==> src/rtl/bloom_stream_scanner_if.sv <==
// NetFPGA-style 64-bit packet stream bundle snooped by bloom_stream_scanner.
// The scanner only observes the stream, so its slave modport is input-only.
interface bloom_stream_scanner_if;
  logic [63:0] in_data;
  logic [7:0]  in_ctrl;
  logic        in_wr;
  logic        in_rdy;

  modport master (output in_data, output in_ctrl, output in_wr, output in_rdy);
  modport slave  (input in_data, input in_ctrl, input in_wr, input in_rdy);
endinterface

==> src/rtl/bloom_stream_scanner.sv <==
// Stream snooper: fold-hashes payload words and checks them against a programmable Bloom filter.
// Define BLOOM_TAIL_MASK_EN to zero the invalid bytes of the last word before hashing.
module bloom_stream_scanner #(
  parameter int unsigned FILTER_AW  = 10,
  parameter int unsigned SKIP_WORDS = 2
) (
  input  logic                 clk,
  input  logic                 rst_bloom,
  bloom_stream_scanner_if.slave stream,
  input  logic                 prog_we,
  input  logic [FILTER_AW-1:0] prog_addr,
  input  logic                 prog_bit,
  output logic                 bloom_match,
  output logic                 scan_done,
  output logic [7:0]           words_hashed,
  output logic [2:0]           scan_state
);

  localparam int unsigned Depth = 1 << FILTER_AW;
  localparam int          CntW  = (SKIP_WORDS < 1) ? 1 : $clog2(SKIP_WORDS + 1);
  localparam int          IdxW  = (FILTER_AW < 2) ? 1 : $clog2(FILTER_AW);

  typedef enum logic [2:0] {
    StIdle   = 3'd0,
    StModhdr = 3'd1,
    StSkip   = 3'd2,
    StScan   = 3'd3,
    StDone   = 3'd4
  } state_t;

  state_t              state;
  logic [CntW-1:0]     skip_cnt;
  logic [Depth-1:0]    filter;
  logic                v1, eop1;
  logic [FILTER_AW-1:0] h0_r, h1_r;

  logic        beat, is_hdr, is_pay, is_last, hash_en, pkt_start, hit;
  logic [63:0] hash_data, hash_rev;

  // Bit i of the word lands on hash bit (i mod FILTER_AW), i.e. an XOR of FILTER_AW-wide slices.
  function automatic logic [FILTER_AW-1:0] fold(input logic [63:0] x);
    logic [FILTER_AW-1:0] acc;
    acc = '0;
    for (int i = 0; i < 64; i++) begin
      acc[IdxW'(i % FILTER_AW)] ^= x[6'(i)];
    end
    return acc;
  endfunction

  assign beat      = stream.in_wr && stream.in_rdy;
  assign is_hdr    = (stream.in_ctrl == 8'hFF);
  assign is_pay    = (stream.in_ctrl == 8'h00);
  assign is_last   = !is_hdr && !is_pay;
  assign pkt_start = beat && ((state == StIdle) || (state == StDone));
  assign hash_en   = beat && ((state == StScan) ||
                              ((SKIP_WORDS == 0) && is_pay && (state != StSkip)));

`ifdef BLOOM_TAIL_MASK_EN
  // Byte i (byte 0 is the MSB) is valid when any ctrl bit in [7-i:0] is set.
  for (genvar i = 0; i < 8; i++) begin : g_tail_mask
    assign hash_data[63-8*i -: 8] = (is_last && ~|(stream.in_ctrl & (8'hFF >> i))) ?
                                    8'h00 : stream.in_data[63-8*i -: 8];
  end
`else
  assign hash_data = stream.in_data;
`endif

  assign hash_rev = {<<8{hash_data}};

  always_ff @(posedge clk or posedge rst_bloom) begin
    if (rst_bloom) begin
      state    <= StIdle;
      skip_cnt <= '0;
    end else if (beat) begin
      if (is_last) begin
        state <= StDone;
      end else begin
        case (state)
          StIdle, StModhdr, StDone: begin
            if (is_hdr) begin
              state <= StModhdr;
            end else begin
              skip_cnt <= CntW'(1);
              state    <= (SKIP_WORDS <= 1) ? StScan : StSkip;
            end
          end
          StSkip: begin
            if (is_pay) begin
              skip_cnt <= skip_cnt + 1'b1;
              if (int'(skip_cnt) + 1 >= int'(SKIP_WORDS)) state <= StScan;
            end
          end
          default: ;
        endcase
      end
    end
  end

  assign scan_state = state;

  // Deliberately outside rst_bloom: the reset fires per packet, the filter is software state.
  always_ff @(posedge clk) begin
    if (prog_we) filter[prog_addr] <= prog_bit;
  end

  always_ff @(posedge clk or posedge rst_bloom) begin
    if (rst_bloom) begin
      v1   <= 1'b0;
      eop1 <= 1'b0;
      h0_r <= '0;
      h1_r <= '0;
    end else begin
      v1   <= hash_en;
      eop1 <= beat && is_last;
      if (hash_en) begin
        h0_r <= fold(hash_data);
        h1_r <= fold(hash_rev);
      end
    end
  end

  assign hit = filter[h0_r] & filter[h1_r];

  // A new packet start wins over a lookup still draining from the previous packet.
  always_ff @(posedge clk or posedge rst_bloom) begin
    if (rst_bloom) begin
      bloom_match  <= 1'b0;
      scan_done    <= 1'b0;
      words_hashed <= 8'd0;
    end else begin
      scan_done <= eop1;
      if (pkt_start) begin
        bloom_match  <= 1'b0;
        words_hashed <= 8'd0;
      end else if (v1) begin
        if (hit) bloom_match <= 1'b1;
        if (words_hashed != 8'hFF) words_hashed <= words_hashed + 8'd1;
      end
    end
  end

endmodule

==> src/flat_wrapper.sv <==
// flat-port wrapper written by rule: the top's interface ports become plain ports
module bloom_stream_scanner_flat 
#(
  parameter int unsigned FILTER_AW  = 10,
  parameter int unsigned SKIP_WORDS = 2
)
  (clk, rst_bloom, prog_we, prog_addr, prog_bit, bloom_match, scan_done, words_hashed, scan_state, stream_in_data, stream_in_ctrl, stream_in_wr, stream_in_rdy);
  bloom_stream_scanner_if stream_i ();
  input  logic clk;
  input  logic rst_bloom;
  input  logic prog_we;
  input  logic [FILTER_AW-1:0] prog_addr;
  input  logic prog_bit;
  output logic bloom_match;
  output logic scan_done;
  output logic [7:0] words_hashed;
  output logic [2:0] scan_state;
  input wire logic [$bits(stream_i.in_data)-1:0] stream_in_data;
  input wire logic [$bits(stream_i.in_ctrl)-1:0] stream_in_ctrl;
  input wire logic [$bits(stream_i.in_wr)-1:0] stream_in_wr;
  input wire logic [$bits(stream_i.in_rdy)-1:0] stream_in_rdy;
  assign stream_i.in_data = stream_in_data;
  assign stream_i.in_ctrl = stream_in_ctrl;
  assign stream_i.in_wr = stream_in_wr;
  assign stream_i.in_rdy = stream_in_rdy;
  bloom_stream_scanner #(.FILTER_AW(FILTER_AW), .SKIP_WORDS(SKIP_WORDS)) u_core (.clk(clk), .rst_bloom(rst_bloom), .stream(stream_i), .prog_we(prog_we), .prog_addr(prog_addr), .prog_bit(prog_bit), .bloom_match(bloom_match), .scan_done(scan_done), .words_hashed(words_hashed), .scan_state(scan_state));
endmodule
==> config.mk <==
export PLATFORM = sky130hd
export DESIGN_NAME = bloom_stream_scanner_flat
export DESIGN_NICKNAME = d
export VERILOG_FILES = /design/src/rtl/bloom_stream_scanner_if.sv /design/src/rtl/bloom_stream_scanner.sv /design/src/flat_wrapper.sv
export SDC_FILE = /design/constraint.sdc
export NUM_CORES = 1
export LEC_CHECK = 0
export ABC_AREA = 1
export BUFFER_PORTS_ARGS = -buffer_cell sky130_fd_sc_hd__buf_4
export CAP_MARGIN = 15
export CORE_MARGIN = 2
export CORE_UTILIZATION = 35
export DETAILED_ROUTE_END_ITERATION = 8
export PLACE_DENSITY_LB_ADDON = 0.05
export SLEW_MARGIN = 5
export SYNTH_ARGS = -nofsm -noshare
export SYNTH_HDL_FRONTEND = slang
export SYNTH_SLANG_ARGS = --single-unit
==> constraint.sdc <==
create_clock -name clk -period 3.3 [get_ports clk]
set_clock_uncertainty 0.15 [all_clocks]
set_input_delay 0.33 -clock clk [delete_from_list [all_inputs] [get_ports clk]]
set_output_delay 0.33 -clock clk [all_outputs]
set_load 0.03 [all_outputs]
==> results by group <==
Status
  • Status: finished, final reports clean

Min path
  • HP Class: in -> reg
  • Hold path depth: 1

Power and ir drop
  • P_leak: 0.737 nW
  • Internal Power: 317 uW
  • Net Sw Frac: 23.2%
  • Pwr dens: 304 nW/um2
  • Total power: around 410 uW
  • Maximum vdd drop: 0.000246 V
  • Logic pwr share: 12.3%
  • Net switching power: about 96 uW
  • Sequential power share: between 50% and 60%
  • Clock power share: 32.9%

Routing
  • Drc violations: 0
  • Routed vias: 991
  • Drt wl/cell: roughly 11 um
  • Drt total wl: 2.18 mm
  • Vias per inst: 4.81
  • Antenna-violating nets left: 0
  • First DRT Iteration DRCs: 29
  • DR pass1 iterations: 4

Floorplan
  • CORE AREA: 2730 um2
  • Rows: 19
  • Io pins: 101
  • Die Y: 57.6 um
  • Die Width: 57.6 um
  • Die Area: between 3000 and 4000 um2
  • Initial core utilization: 36.8%

Clocking
  • Maximum root-to-sink buffer count: 2
  • Clk_lat worst skew: 0.29 ns
  • Number of buffers created by CTS: 3
  • Root Driver: clkbuf_4
  • Post-CTS Setup Bufs: 0
  • Reg clk slew, reported paths: 0.11 ns
  • Htree depth: 1
  • Post-CTS sizing: 0
  • Clock sink total: 18
  • CTS tree: built

Timing
  • Worst-Margin Slew: 0.640 ns
  • Relative slew margins: 57.3%
  • Hold Fails Final Rpt: 0
  • Maximum clock frequency: just over 600 MHz
  • Fin crit period: about 1.6 ns
  • Setup slack after layout: approximately 1.7 ns
  • Unrepaired setup endpoints after global routing: no
  • Final period utilization: approximately 50%
  • Setup TNS: 0 ns
  • Setup violations, final: 0
  • Hold Slack: 0.0528 ns
  • Max Slew Vio Count: 0

Placement
  • Pre-CTS setup slack: roughly 1.7 ns
  • Post-DP HPWL: 1.73 mm
  • Placer Congestion: 0.736
  • Placed Cells incl. Taps: ~200
  • Post-DP Area: 1310 um2
  • Port buffer count: 36

Logic synthesis
  • Cells after Synth: 134
  • Net Count, Synth: 224
  • Post-synthesis register bit count: 18
  • Seq/Total Area, Yosys: between 40 and 50%
  • Mean Syn Cell Area: roughly 7.5 um2
  • Top post-synthesis cells by area: dfrtp_1, nand2_1, inv_1
  • Synth top area share: 42.3%
  • Post-Syn Area: roughly 1000 um2
  • Yosys cell types: 21
  • Yosys top cell by area: dfrtp_1
  • Synth warnings: 0

Final layout
  • Net count, final: 266
  • Share of post-route cells with drive strength above 1: between 20% and 30%
  • Most common cell after layout, fill and taps aside: nand2_1
  • Fillers: 284
  • Commonest cells after routing, fill and taps aside: nand2_1, buf_4, inv_1, dfrtp_1, nor2_1
  • Post-route cell area: 1360 um2
  • # diodes: 0
  • Final non-filler cell total: approximately 210
  • Area grow syn2layout: 35.4%
  • Final core occ: 49.7%

Setup path
  • WP data arrival: ~1.7 ns
  • R2R cell count: 6
  • Critical path class: reg -> reg
  • Critical path fanouts, max: 8
  • Setup crit end kind: flop
  • CP required: 3.38 ns
  • CP startpoint kind: flop

Global route
  • Global-route usage over all layers: 14.4%
  • Initial antenna violation count: 0
  • First-pass GRT wire length: roughly 3.7 mm
  • Overflow after GRT: 0
  • Vias in the first global route: ~900
  • Largest net degree at the start of global routing: 18

Run
  • Max-cap violation count: 0
-- final cells by class --
class / instances / area (um2) / area share, %
sequential: 18 / 455 / 33.5
tap: 31 / 38.8 / 2.85
inverter: 18 / 68.8 / 5.06
clock buffer: 4 / 36.3 / 2.67
multi-input combinational: 98 / 480 / 35.3
timing repair buffer: 37 / 280 / 20.6
-- cells by family after synthesis --
group	count (synthesis)	share of synthesized area, %
adders and majority gates	2	2.49
buffers and inverters	18	6.85
and+or+nand+nor	84	36.7
DFF	18	45.3
xor gates and xnor gates	2	1.74
AOI/OAI and AO/OA	10	6.85
-- cells in the mapped netlist --
cell,number
o21ai_2,1
a21o_2,1
nor3_1,1
a21oi_1,2
clkinv_2,1
ha_1,2
or2_2,1
nor2_4,1
a31o_2,1
a31oi_2,1
nor2_1,13
nand2_2,3
o21ai_0,4
nand4_1,6
inv_1,17
xor2_1,2
nand3_1,12
nand2_1,45
dfrtp_1,17
edfxtp_1,1
nor4_1,2
-- routing by layer --
| metal | vias to the layer above | global-route usage [%] | routed length, um |
|---|---|---|---|
| met4 | 0 | 2.99 | 17 |
| met1 | 449 | 18.0 | 932 |
| met2 | 26 | 24.0 | 1100 |
| met5 | - | 0 | 0 |
| li1 | 514 | - | - |
| met3 | 2 | 4.76 | 125 |
-- final timing paths --
path                                                         start                                 end  slack (ns)
min in group asynchronous                                rst_bloom                 u_core.v1$_DFF_PP0_        0.52
max in group asynchronous                                rst_bloom    u_core.scan_state[2]$_DFFE_PP0P_        2.07
worst min-delay path                                      prog_bit          u_core.filter[0]$_DFFE_PP_        0.05
worst max-delay path            u_core.words_hashed[0]$_DFFE_PP0P_  u_core.words_hashed[2]$_DFFE_PP0P_        1.69
worst max register to register  u_core.words_hashed[0]$_DFFE_PP0P_  u_core.words_hashed[2]$_DFFE_PP0P_        1.69
worst min register to register               u_core.eop1$_DFF_PP0_          u_core.scan_done$_DFF_PP0_        0.21
-- power groups by stage --
stage / Clock [mW] / Combinational [mW] / Sequential (mW)
floorplan: 0 / 0.0169 / 0.235
global placement: 0 / 0.0495 / 0.231
detailed placement: 0 / 0.0510 / 0.231
CTS: 0.142 / 0.0520 / 0.227
global route: 0.148 / 0.0572 / 0.227
finish: 0.136 / 0.0507 / 0.227
-- worst max-delay path, stage by stage, from the launching register on --
cell     delay (ns)
dfrtp_1        0.42
ha_1           0.25
nand2_1        0.12
nor2_4         0.06
a31oi_2        0.34
nand3_1        0.12
nand2_1        0.10
-- sequential cells by signal (all words and copies together), names as in the netlist --
name	flops
u_core.eop1	1
u_core.scan_done	1
u_core.scan_state	3
u_core.bloom_match	1
u_core.v1	1
u_core.filter	1
u_core.skip_cnt	2
u_core.words_hashed	8
-- repair_timing --
item / in CTS / in global routing
hold buffers: 1 / 0
endpoints found under the setup margin: 0 / 0
endpoints found under the hold margin: 14 / 0
No activity file was read; power rests on OpenSTA's default activity.
